$ cat src/rtl/alu_seq_pkg.sv
// alu_seq_pkg: shared opcode enumeration, FSM state encoding and opcode
// classification for the sequential ALU.
//
// Optional feature macro: ALU_SEQ_DIV_EN. When it is defined, DIV and MOD
// take the iterative path. When it is not defined, those opcodes are
// treated as undefined single-cycle ops.
package alu_seq_pkg;

  typedef enum logic [3:0] {
    OP_ADD = 4'h0,
    OP_SUB = 4'h1,
    OP_ADC = 4'h2,
    OP_SBC = 4'h3,
    OP_AND = 4'h4,
    OP_OR  = 4'h5,
    OP_XOR = 4'h6,
    OP_NOT = 4'h7,
    OP_SHL = 4'h8,
    OP_SHR = 4'h9,
    OP_MUL = 4'hA,
    OP_DIV = 4'hB,
    OP_MOD = 4'hC
  } alu_op_e;

  typedef enum logic [1:0] {
    ST_IDLE = 2'd0,
    ST_ITER = 2'd1,
    ST_DONE = 2'd2
  } alu_state_e;

  // Returns 1 for opcodes that use the multi-cycle datapath.
  function automatic logic is_iter_op(input logic [3:0] op);
`ifdef ALU_SEQ_DIV_EN
    return (op == OP_MUL) || (op == OP_DIV) || (op == OP_MOD);
`else
    return (op == OP_MUL);
`endif
  endfunction

endpackage

$ cat src/rtl/alu_seq_iter.sv
// alu_seq_iter: iterative datapath that processes one bit per step.
//   MUL : shift-add. {hi,lo} starts as {0,b}. After DATA_W steps it holds a*b.
//   DIV/MOD (ALU_SEQ_DIV_EN only) : restoring division. lo starts as the
//         dividend. After DATA_W steps, lo = quotient and hi = remainder.
// Ports: clk, reset (async, high); load captures a/b/is_div; step advances
// the datapath by one bit; lo_nxt/hi_nxt show the value that the registers
// take on this edge, so the caller can register the final result on the
// last step.
module alu_seq_iter
  import alu_seq_pkg::*;
#(
  parameter int DATA_W = 8
) (
  input  logic              clk,
  input  logic              reset,
  input  logic              load,
  input  logic              step,
  input  logic              is_div,
  input  logic [DATA_W-1:0] a,
  input  logic [DATA_W-1:0] b,
  output logic [DATA_W-1:0] lo_nxt,
  output logic [DATA_W-1:0] hi_nxt
);

  logic [DATA_W-1:0] lo_q, lo_d;
  logic [DATA_W-1:0] hi_q, hi_d;
  logic [DATA_W-1:0] opnd_q, opnd_d;   // multiplicand (MUL) or divisor (DIV/MOD)
  logic [DATA_W:0]   mul_sum;

  assign mul_sum = {1'b0, hi_q} + (lo_q[0] ? {1'b0, opnd_q} : '0);

`ifdef ALU_SEQ_DIV_EN
  logic            div_q, div_d;
  logic [DATA_W:0] div_shift;
  logic [DATA_W:0] div_diff;

  assign div_shift = {hi_q, lo_q[DATA_W-1]};
  // The MSB of div_diff is set exactly when div_shift < divisor. With a zero
  // divisor, every step subtracts, so the quotient becomes all-ones and the
  // remainder becomes the dividend.
  assign div_diff  = div_shift - {1'b0, opnd_q};
`else
  logic unused_is_div;
  assign unused_is_div = is_div;
`endif

  always_comb begin
    lo_d   = lo_q;
    hi_d   = hi_q;
    opnd_d = opnd_q;
`ifdef ALU_SEQ_DIV_EN
    div_d  = div_q;
`endif
    if (load) begin
      hi_d = '0;
`ifdef ALU_SEQ_DIV_EN
      div_d  = is_div;
      lo_d   = is_div ? a : b;
      opnd_d = is_div ? b : a;
`else
      lo_d   = b;
      opnd_d = a;
`endif
    end else if (step) begin
`ifdef ALU_SEQ_DIV_EN
      if (div_q) begin
        if (!div_diff[DATA_W]) begin
          hi_d = div_diff[DATA_W-1:0];
          lo_d = {lo_q[DATA_W-2:0], 1'b1};
        end else begin
          hi_d = div_shift[DATA_W-1:0];
          lo_d = {lo_q[DATA_W-2:0], 1'b0};
        end
      end else begin
        {hi_d, lo_d} = {mul_sum, lo_q[DATA_W-1:1]};
      end
`else
      {hi_d, lo_d} = {mul_sum, lo_q[DATA_W-1:1]};
`endif
    end
  end

  assign lo_nxt = lo_d;
  assign hi_nxt = hi_d;

  always_ff @(posedge clk or posedge reset) begin
    if (reset) begin
      lo_q   <= '0;
      hi_q   <= '0;
      opnd_q <= '0;
`ifdef ALU_SEQ_DIV_EN
      div_q  <= 1'b0;
`endif
    end else begin
      lo_q   <= lo_d;
      hi_q   <= hi_d;
      opnd_q <= opnd_d;
`ifdef ALU_SEQ_DIV_EN
      div_q  <= div_d;
`endif
    end
  end

endmodule

$ cat src/rtl/alu_seq.sv
// alu_seq: sequential ALU with the FSM IDLE -> (ITER) -> DONE -> IDLE.
// Single-cycle ops assert done 1 cycle after the start is accepted.
// MUL (and DIV/MOD when ALU_SEQ_DIV_EN is defined) assert done DATA_W+1
// cycles after the start is accepted.
// Handshake: start is sampled only in IDLE. busy is high from the cycle
// after the accepted start through the done cycle. done is a 1-cycle pulse.
// result/overflow/carry are valid on done and hold until the next done.
// flag_we mirrors done.
// Ports: clk, reset (async, active-high), start, op[3:0], a, b, cin ->
//        busy, done, result, overflow, carry, flag_we, dbg_state (FSM state).
// Optional macro: ALU_SEQ_DIV_EN enables the DIV/MOD datapath.
module alu_seq
  import alu_seq_pkg::*;
#(
  parameter int DATA_W = 8
) (
  input  logic              clk,
  input  logic              reset,
  input  logic              start,
  input  logic [3:0]        op,
  input  logic [DATA_W-1:0] a,
  input  logic [DATA_W-1:0] b,
  input  logic              cin,
  output logic              busy,
  output logic              done,
  output logic [DATA_W-1:0] result,
  output logic              overflow,
  output logic              carry,
  output logic              flag_we,
  output logic [1:0]        dbg_state
);

  localparam int CNT_W = $clog2(DATA_W + 1);
  localparam logic [CNT_W-1:0] CNT_LAST = CNT_W'(DATA_W - 1);
  localparam int MSB = DATA_W - 1;

  alu_state_e        state_q, state_d;
  logic [CNT_W-1:0]  cnt_q, cnt_d;
  logic              busy_q, busy_d;
  logic              done_q, done_d;
  logic [DATA_W-1:0] result_q, result_d;
  logic              ovf_q, ovf_d;
  logic              carry_q, carry_d;
`ifdef ALU_SEQ_DIV_EN
  logic [3:0]        op_q, op_d;
  logic              bzero_q, bzero_d;
`endif

  logic              iter_load, iter_step;
  logic [DATA_W-1:0] lo_nxt, hi_nxt;

  // Single-cycle ops. The return value is {overflow, carry, result}.
  function automatic logic [DATA_W+1:0] single_op(input logic [3:0] o,
      input logic [DATA_W-1:0] x, input logic [DATA_W-1:0] y, input logic ci);
    logic [DATA_W:0]   wide;
    logic [DATA_W-1:0] r;
    logic              v, c;
    wide = '0;
    r    = '0;
    v    = 1'b0;
    c    = 1'b0;
    case (o)
      OP_ADD, OP_ADC: begin
        wide = {1'b0, x} + {1'b0, y} + {{DATA_W{1'b0}}, (o == OP_ADC) & ci};
        r = wide[DATA_W-1:0];
        c = wide[DATA_W];
        v = (x[MSB] == y[MSB]) && (r[MSB] != x[MSB]);
      end
      OP_SUB, OP_SBC: begin
        // A borrow out of the top bit shows up as wide[DATA_W].
        wide = {1'b0, x} - {1'b0, y} - {{DATA_W{1'b0}}, (o == OP_SBC) & ci};
        r = wide[DATA_W-1:0];
        c = wide[DATA_W];
        v = (x[MSB] != y[MSB]) && (r[MSB] != x[MSB]);
      end
      OP_AND: r = x & y;
      OP_OR:  r = x | y;
      OP_XOR: r = x ^ y;
      OP_NOT: r = ~x;
      OP_SHL: begin r = {x[DATA_W-2:0], 1'b0}; c = x[MSB]; end
      OP_SHR: begin r = {1'b0, x[DATA_W-1:1]}; c = x[0]; end
      default: r = '0;
    endcase
    return {v, c, r};
  endfunction

  alu_seq_iter #(.DATA_W(DATA_W)) u_iter (
    .clk    (clk),
    .reset  (reset),
    .load   (iter_load),
    .step   (iter_step),
    .is_div ((op == OP_DIV) || (op == OP_MOD)),
    .a      (a),
    .b      (b),
    .lo_nxt (lo_nxt),
    .hi_nxt (hi_nxt)
  );

  always_comb begin
    state_d   = state_q;
    cnt_d     = cnt_q;
    busy_d    = busy_q;
    done_d    = 1'b0;
    result_d  = result_q;
    ovf_d     = ovf_q;
    carry_d   = carry_q;
    iter_load = 1'b0;
    iter_step = 1'b0;
`ifdef ALU_SEQ_DIV_EN
    op_d      = op_q;
    bzero_d   = bzero_q;
`endif
    case (state_q)
      ST_IDLE: begin
        if (start) begin
          busy_d = 1'b1;
          if (is_iter_op(op)) begin
            state_d   = ST_ITER;
            cnt_d     = '0;
            iter_load = 1'b1;
`ifdef ALU_SEQ_DIV_EN
            op_d      = op;
            bzero_d   = (b == '0);
`endif
          end else begin
            state_d = ST_DONE;
            done_d  = 1'b1;
            {ovf_d, carry_d, result_d} = single_op(op, a, b, cin);
          end
        end
      end
      ST_ITER: begin
        iter_step = 1'b1;
        cnt_d     = cnt_q + CNT_W'(1);
        if (cnt_q == CNT_LAST) begin
          // Register the final step's value in the same edge that completes it.
          state_d  = ST_DONE;
          done_d   = 1'b1;
          cnt_d    = '0;
          result_d = lo_nxt;
          carry_d  = |hi_nxt;
          ovf_d    = 1'b0;
`ifdef ALU_SEQ_DIV_EN
          if (op_q == OP_DIV || op_q == OP_MOD) begin
            // A zero divisor needs no special datapath. It naturally gives
            // quotient all-ones and remainder = dividend.
            result_d = (op_q == OP_MOD) ? hi_nxt : lo_nxt;
            carry_d  = 1'b0;
            ovf_d    = bzero_q;
          end
`endif
        end
      end
      ST_DONE: begin
        state_d = ST_IDLE;
        busy_d  = 1'b0;
      end
      default: begin
        state_d = ST_IDLE;
        busy_d  = 1'b0;
      end
    endcase
  end

  always_ff @(posedge clk or posedge reset) begin
    if (reset) begin
      state_q  <= ST_IDLE;
      cnt_q    <= '0;
      busy_q   <= 1'b0;
      done_q   <= 1'b0;
      result_q <= '0;
      ovf_q    <= 1'b0;
      carry_q  <= 1'b0;
`ifdef ALU_SEQ_DIV_EN
      op_q     <= '0;
      bzero_q  <= 1'b0;
`endif
    end else begin
      state_q  <= state_d;
      cnt_q    <= cnt_d;
      busy_q   <= busy_d;
      done_q   <= done_d;
      result_q <= result_d;
      ovf_q    <= ovf_d;
      carry_q  <= carry_d;
`ifdef ALU_SEQ_DIV_EN
      op_q     <= op_d;
      bzero_q  <= bzero_d;
`endif
    end
  end

  assign busy      = busy_q;
  assign done      = done_q;
  assign flag_we   = done_q;
  assign result    = result_q;
  assign overflow  = ovf_q;
  assign carry     = carry_q;
  assign dbg_state = state_q;

endmodule

$ cat config.mk
export PLATFORM = sky130hd
export DESIGN_NAME = alu_seq
export DESIGN_NICKNAME = d
export VERILOG_FILES = /design/src/rtl/alu_seq_pkg.sv /design/src/rtl/alu_seq_iter.sv /design/src/rtl/alu_seq.sv
export SDC_FILE = /design/constraint.sdc
export NUM_CORES = 1
export LEC_CHECK = 0
export CORE_ASPECT_RATIO = 0.5
export CORE_MARGIN = 3
export CORE_UTILIZATION = 36
export CTS_CLUSTER_SIZE = 30
export DETAILED_ROUTE_END_ITERATION = 7
export SYNTH_ARGS = -nofsm -noshare
export SYNTH_HDL_FRONTEND = slang
export SYNTH_HIERARCHICAL = 1
export SYNTH_SLANG_ARGS = --single-unit
$ cat constraint.sdc
create_clock -name clk -period 4.47 [get_ports clk]
set_input_delay 0.447 -clock clk [delete_from_list [all_inputs] [get_ports clk]]
set_output_delay 0.447 -clock clk [all_outputs]
set_load 0.02 [all_outputs]
==> results of run 1 <==
==> cells in the final DEF (no fill, tap or decap), drive strengths merged, types with 3 or more instances in the layout <==
| cell | instances |
|---|---|
| o211ai | 4 |
| a211oi | 5 |
| mux2i | 19 |
| nor4 | 3 |
| nand2 | 36 |
| clkdlybuf4s50 | 38 |
| fa | 5 |
| clkbuf | 6 |
| buf | 8 |
| nand3b | 4 |
| nor3 | 8 |
| nor2b | 12 |
| inv | 33 |
| dfrtp | 42 |
| nand4b | 3 |
| a21o | 7 |
| o22ai | 7 |
| nor2 | 27 |
| o21ai | 33 |
| and2 | 9 |
| xnor2 | 6 |
| mux2 | 8 |
| or3 | 3 |
| a31oi | 5 |
| a21oi | 23 |
| nand3 | 11 |
| o311ai | 3 |
| o21a | 9 |
| a2bb2oi | 5 |
| ha | 39 |
| a22oi | 6 |
| nand2b | 7 |
==> registers in the layout, indices dropped and copies added, names as in the netlist <==
name	count
busy	1
carry	1
cnt_q	4
dbg_state	2
done	1
overflow	1
result	8
u_iter/hi_q	8
u_iter/lo_q	8
u_iter/opnd_q	8
==> layer usage <==
metal	part of all wire	vias up
li1	-	1627
met1	0.50	1556
met2	0.45	85
met3	0.044	5
met4	0.0056	0
met5	0	-
==> power by group through the flow <==
| stage | clock, mW | combinational [mW] | sequential (mW) |
|---|---|---|---|
| final | 0.365 | 0.733 | 0.593 |
| after global routing | 0.386 | 0.830 | 0.614 |
| after CTS | 0.370 | 0.735 | 0.594 |
| after detailed placement | 0 | 0.731 | 0.601 |
| after global placement | 0 | 0.728 | 0.596 |
| after floorplan | 0 | 0.500 | 0.609 |
==> area by class of cell <==
cell class / count / area, um^2 / area share
clock buffer: 6 / 139 / 0.0312
multi-input combinational: 337 / 2510 / 0.565
timing repair buffer: 46 / 440 / 0.0990
sequential: 42 / 1050 / 0.236
tap: 135 / 169 / 0.0380
clock inverter: 2 / 12.5 / 0.00281
inverter: 33 / 124 / 0.0279
==> critical path, delay by kind of cell <==
family / cells / cell delay [ps]
buffers and inverters: 1 / 420
AND/OR/NAND/NOR: 3 / 710
adder cells (fa/ha/maj): 2 / 850
AO/OA/AOI/OAI: 5 / 990
XOR/XNOR: 1 / 150
==> worst paths after layout <==
kind | end | cells after the start | start
min reg2reg | u_iter/opnd_q[5] | 1 | u_iter/opnd_q[5]
min | u_iter/opnd_q[5] | 1 | u_iter/opnd_q[5]
max in group asynchronous | u_iter/lo_q[1] | 2 | reset
max | carry | 12 | op[3]
max reg2reg | carry | 13 | u_iter/lo_q[0]
min in group asynchronous | cnt_q[1] | 2 | reset
==> out/qor.yml, run 1 <==
sta:
  max_freq_mhz: 290
  timing.final.crit_share: 0.772
  holdWs_ps: 499
  relSlewSlack: 0.387
  setup_viol: 0
  worstMarginPinSlew_ps: 919
  finalSetupTns_ps: 0
  min_period_ps: 3450
  rsz0062_at_grt: "false"
  setup_ws_ps: 1020
  slew_viol_final: 0
  skew_ps: 5.47
  finalHoldViolCount: 0
clocking:
  cts_resized: 0
  cts-root-buf: "clkbuf_16"
  cts_buffer_depth: 2
  path_clk_slew_ps: 60
  clock_sinks: 42
  cts_setup_buffers: 0
  cts-htree-levels: 2
  tritoncts: "built"
  clock_latency_ps: 280
  cts-buffers-inserted: 5
  ctsHoldBuffers: 0
final_layout:
  fin_util: 0.451
  instances_no_fill: 601
  nFillCells: 977
  final_nets: 533
  antenna_cells: 0
  area_growth_pct: 17.1
  drive_above_1_share: 0.0708
  postLayoutCellArea_um2: 4450
placed_design:
  portBuffers: 38
  placed_cell_area_um2: 4300
  pre_cts_slack_ps: 762
  place_congestion: 0.871
  dp_cells: 593
  dp_hpwl_um: 7770
critical_path:
  required_ps: 4600
  path_cells: "clkdlybuf4s50_1, nor2_1, and2_1, nand3_1, fa_1, fa_1, o21a_1, o21ai_0, a21oi_1, xnor2_1, a21oi_1, o22ai_1"
  critPathMaxStageDelay_ps: 450
  cp-start-kind: "input pin"
  worstPathArrival_ps: 3580
  rrSetupSlack_ps: 1470
  cp_max_fo: 7
  crit_slowest_cell: "fa_1"
  crit_type: "in2reg"
  endpoint_kind: "register"
synth:
  yosysWarningCount: 6
  syn_area_um2: 3800
  syn_inst: 435
  avgSynthCellArea_um2: 8.73
  synth_fp_nets: 503
detailed_routing:
  viasPerCell: 5.45
  postRouteAntennaNets: 0
  wl_per_cell_um: 16.4
  routed_wl_um: 9890
  drt_first_pass_iters: 5
  drt-initial-drc-count: 231
  vias: 3273
  drc: 0
grt:
  grt_pass1_wl_um: 16500
  grt_max_degree: 32
  use_met1: 0.261
  track_usage: 0.175
  grt_pass1_vias: 3190
  top_usage_layer: "met2"
  grtUsageMet2: 0.275
  grt_use_met3: 0.0213
  antenna_found_initial: 0
  grt-ovfl-total: 0
floorplan:
  die_height_um: 78.6
  coreArea_um2: 9850
  core.rowCount: 25
  dieArea_um2: 11900
  start_util: 0.385
  pin_count: 39
  die_w_um: 151
power_and_ir_drop:
  total_power_mw: 1.69
  ir_drop_mv: 0.193
  power.internal_mw: 1.07
  seqPwrFrac: 0.351
  swShare: 0.368
  p_leak_nw: 1.90
  p_comb_frac: 0.434
  power.density_nw_per_um2: 380
  switchingPower_mw: 0.622
  clkPwrFrac: 0.216
worst_hold_path:
  hp-class: "reg2reg"
status:
  outcome: "complete, no violations"
flow_run:
  drv_cap: 0
Power figures use the tool's default switching activity.
==> run 2: changes to the inputs <==
Clock period 4.47 ns to 3.33 ns, I/O delays scaled along.
==> out/qor.yml, run 2 (same netlist as run 1, synthesis figures left out) <==
grt:
  grt_max_degree: 25  # -22%
  antenna_found_initial: 0  # unchanged
  track_usage: 0.184  # +0.00940
  grt-ovfl-total: 0  # unchanged
  grt_pass1_vias: 3308  # +3.7%
  grt_pass1_wl_um: 17500  # +5.9%
clocking:
  path_clk_slew_ps: 60  # about the same
  clock_latency_ps: 290  # about the same
  tritoncts: "built"
  cts_buffer_depth: 2  # unchanged
  cts_resized: 0  # unchanged
  cts-buffers-inserted: 5  # unchanged
  ctsHoldBuffers: 0  # unchanged
  cts-htree-levels: 2  # unchanged
  cts_setup_buffers: 0  # unchanged
  cts-root-buf: "clkbuf_16"
  clock_sinks: 42  # unchanged
sta:
  relSlewSlack: 0.416  # +0.0294
  max_freq_mhz: 336
  worstMarginPinSlew_ps: 875  # -44.0 ps
  finalHoldViolCount: 0  # unchanged
  setup_ws_ps: 356  # -662 ps
  slew_viol_final: 0  # unchanged
  min_period_ps: 2970
  timing.final.crit_share: 0.893
  skew_ps: 3.31  # -2.16 ps
  setup_viol: 0  # unchanged
  rsz0062_at_grt: "false"
  finalSetupTns_ps: 0  # unchanged
placed_design:
  place_congestion: 0.864  # -0.80%
  pre_cts_slack_ps: 81.8  # -680 ps
  dp_hpwl_um: 8250  # +6.2%
  portBuffers: 38  # unchanged
power_and_ir_drop:
  ir_drop_mv: 0.235  # +22%
  power.density_nw_per_um2: 501  # +32%
  switchingPower_mw: 0.863  # +39%
  p_leak_nw: 1.99  # +4.5%
  seqPwrFrac: 0.348  # -0.003
  power.internal_mw: 1.43  # +34%
  p_comb_frac: 0.439  # +0.005
  clkPwrFrac: 0.212  # -0.004
  swShare: 0.376  # +0.00806
critical_path:
  path_cells: "clkdlybuf4s50_1, nor2_1, and2_1, nand3_1, fa_1, fa_1, o21a_1, o21ai_0, a21oi_1, xor2_1, a211oi_1, a21oi_1"
  cp-start-kind: "input pin"
  crit_slowest_cell: "clkdlybuf4s50_1"
  rrSetupSlack_ps: 450  # -1020 ps
  required_ps: 3500  # -1100 ps
  endpoint_kind: "register"
  timing.rr.start: "u_iter/lo_q[0]"
  crit_type: "in2reg"
  critPathMaxStageDelay_ps: 450  # about the same
  reg2reg_depth: 13  # unchanged
  r2r_end: "carry"
  worstPathArrival_ps: 3140  # -440 ps
  cp_max_fo: 3  # -4
final_layout:
  fin_util: 0.465  # +0.0132
  layout_common_cells: "dfrtp_1 (42), ha_1 (39), clkdlybuf4s50_1 (38), nand2_1 (36), inv_1 (33)"
  mostFrequentLayoutCell: "dfrtp_1"
  antenna_cells: 0  # unchanged
  final_nets: 551  # +3.4%
  drive_above_1_share: 0.105  # +0.0346
  area_growth_pct: 20.6
floorplan:
  die_height_um: 78.6  # unchanged
  die_w_um: 151  # unchanged
  dieArea_um2: 11900  # unchanged
  pin_count: 39  # unchanged
  start_util: 0.385  # unchanged
  coreArea_um2: 9850  # unchanged
  core.rowCount: 25  # unchanged
worst_hold_path:
  hold_path_depth: 1  # unchanged
  hp-class: "reg2reg"
  worstHoldStart: "u_iter/opnd_q[6]"
  min_delay_worst_endpoint: "u_iter/opnd_q[6]"
status:
  outcome: "complete, no violations"
flow_run:
  drv_cap: 0  # unchanged
detailed_routing:
  wl_per_cell_um: 16.8  # +2.4%
  drt-initial-drc-count: 292  # +26%
  postRouteAntennaNets: 0  # unchanged
  vias: 3397  # +3.8%
  viasPerCell: 5.49  # +0.77%
  routed_wl_um: 10400  # +5.4%
  drt_first_pass_iters: 5  # unchanged
  drc: 0  # unchanged
-- run 2: cell types whose count changed in the layout (fill, tap and decap cells not counted) --
| cell | change |
|---|---|
| clkbuf_8 | -1 |
| clkinv_4 | +1 |
| buf_4 | +18 |
-- run 2: power groups by stage --
stage | clock (mW) | combinational, mW | sequential [mW]
2_1_floorplan | 0 | 0.672 | 0.818
3_3_place_gp | 0 | 0.997 | 0.801
3_5_place_dp | 0 | 1.00 | 0.807
4_1_cts | 0.490 | 1.01 | 0.799
5_1_grt | 0.511 | 1.14 | 0.823
6_report | 0.487 | 1.01 | 0.799
-- run 2: critical path, delay by kind of cell --
kind,cells,cell delay (ps)
AO/OA/AOI/OAI,5,970
adder cells (fa/ha/maj),2,820
buffers and inverters,1,450
AND/OR/NAND/NOR,3,400
XOR/XNOR,1,160
-- run 2: worst max-delay path by stage --
stage	start	endpoint	slack, ps
6_report	op[3]	result[6]	360
5_1_grt	op[3]	result[7]	90
4_1_cts	op[3]	overflow	370
3_5_place_dp	op[3]	overflow	80
3_3_place_gp	op[3]	overflow	120
2_1_floorplan	op[2]	result[6]	330
-- run 2: through the flow --
stage | total power [mW] | hold WS (ps) | cell area [um^2] | std cells
floorplan | 1.49 | 272 | 3800 | 435
global placement | 1.80 | 482 | 4430 | 611
detailed placement | 1.81 | 488 | 4430 | 611
CTS | 2.30 | 502 | 4580 | 619
global route | 2.47 | 515 | 4580 | 619
finish | 2.29 | 498 | 4580 | 619
-- run 2: per-layer routing --
layer	up-vias	global-route usage	wire length, um
met5	-	0	0
met4	0	0.0289	65
met3	6	0.0265	599
met2	92	0.273	4530
met1	1636	0.286	5230
li1	1663	-	-
-- run 2: area by class of cell --
class / instances / area, um^2
fillers: 972 / 5280
inverters: 33 / 124
flip-flops and latches: 42 / 1050
multi-input cells: 337 / 2510
clock inverters: 3 / 21.3
repair buffers: 64 / 576
clock buffers: 5 / 125
well taps: 135 / 169
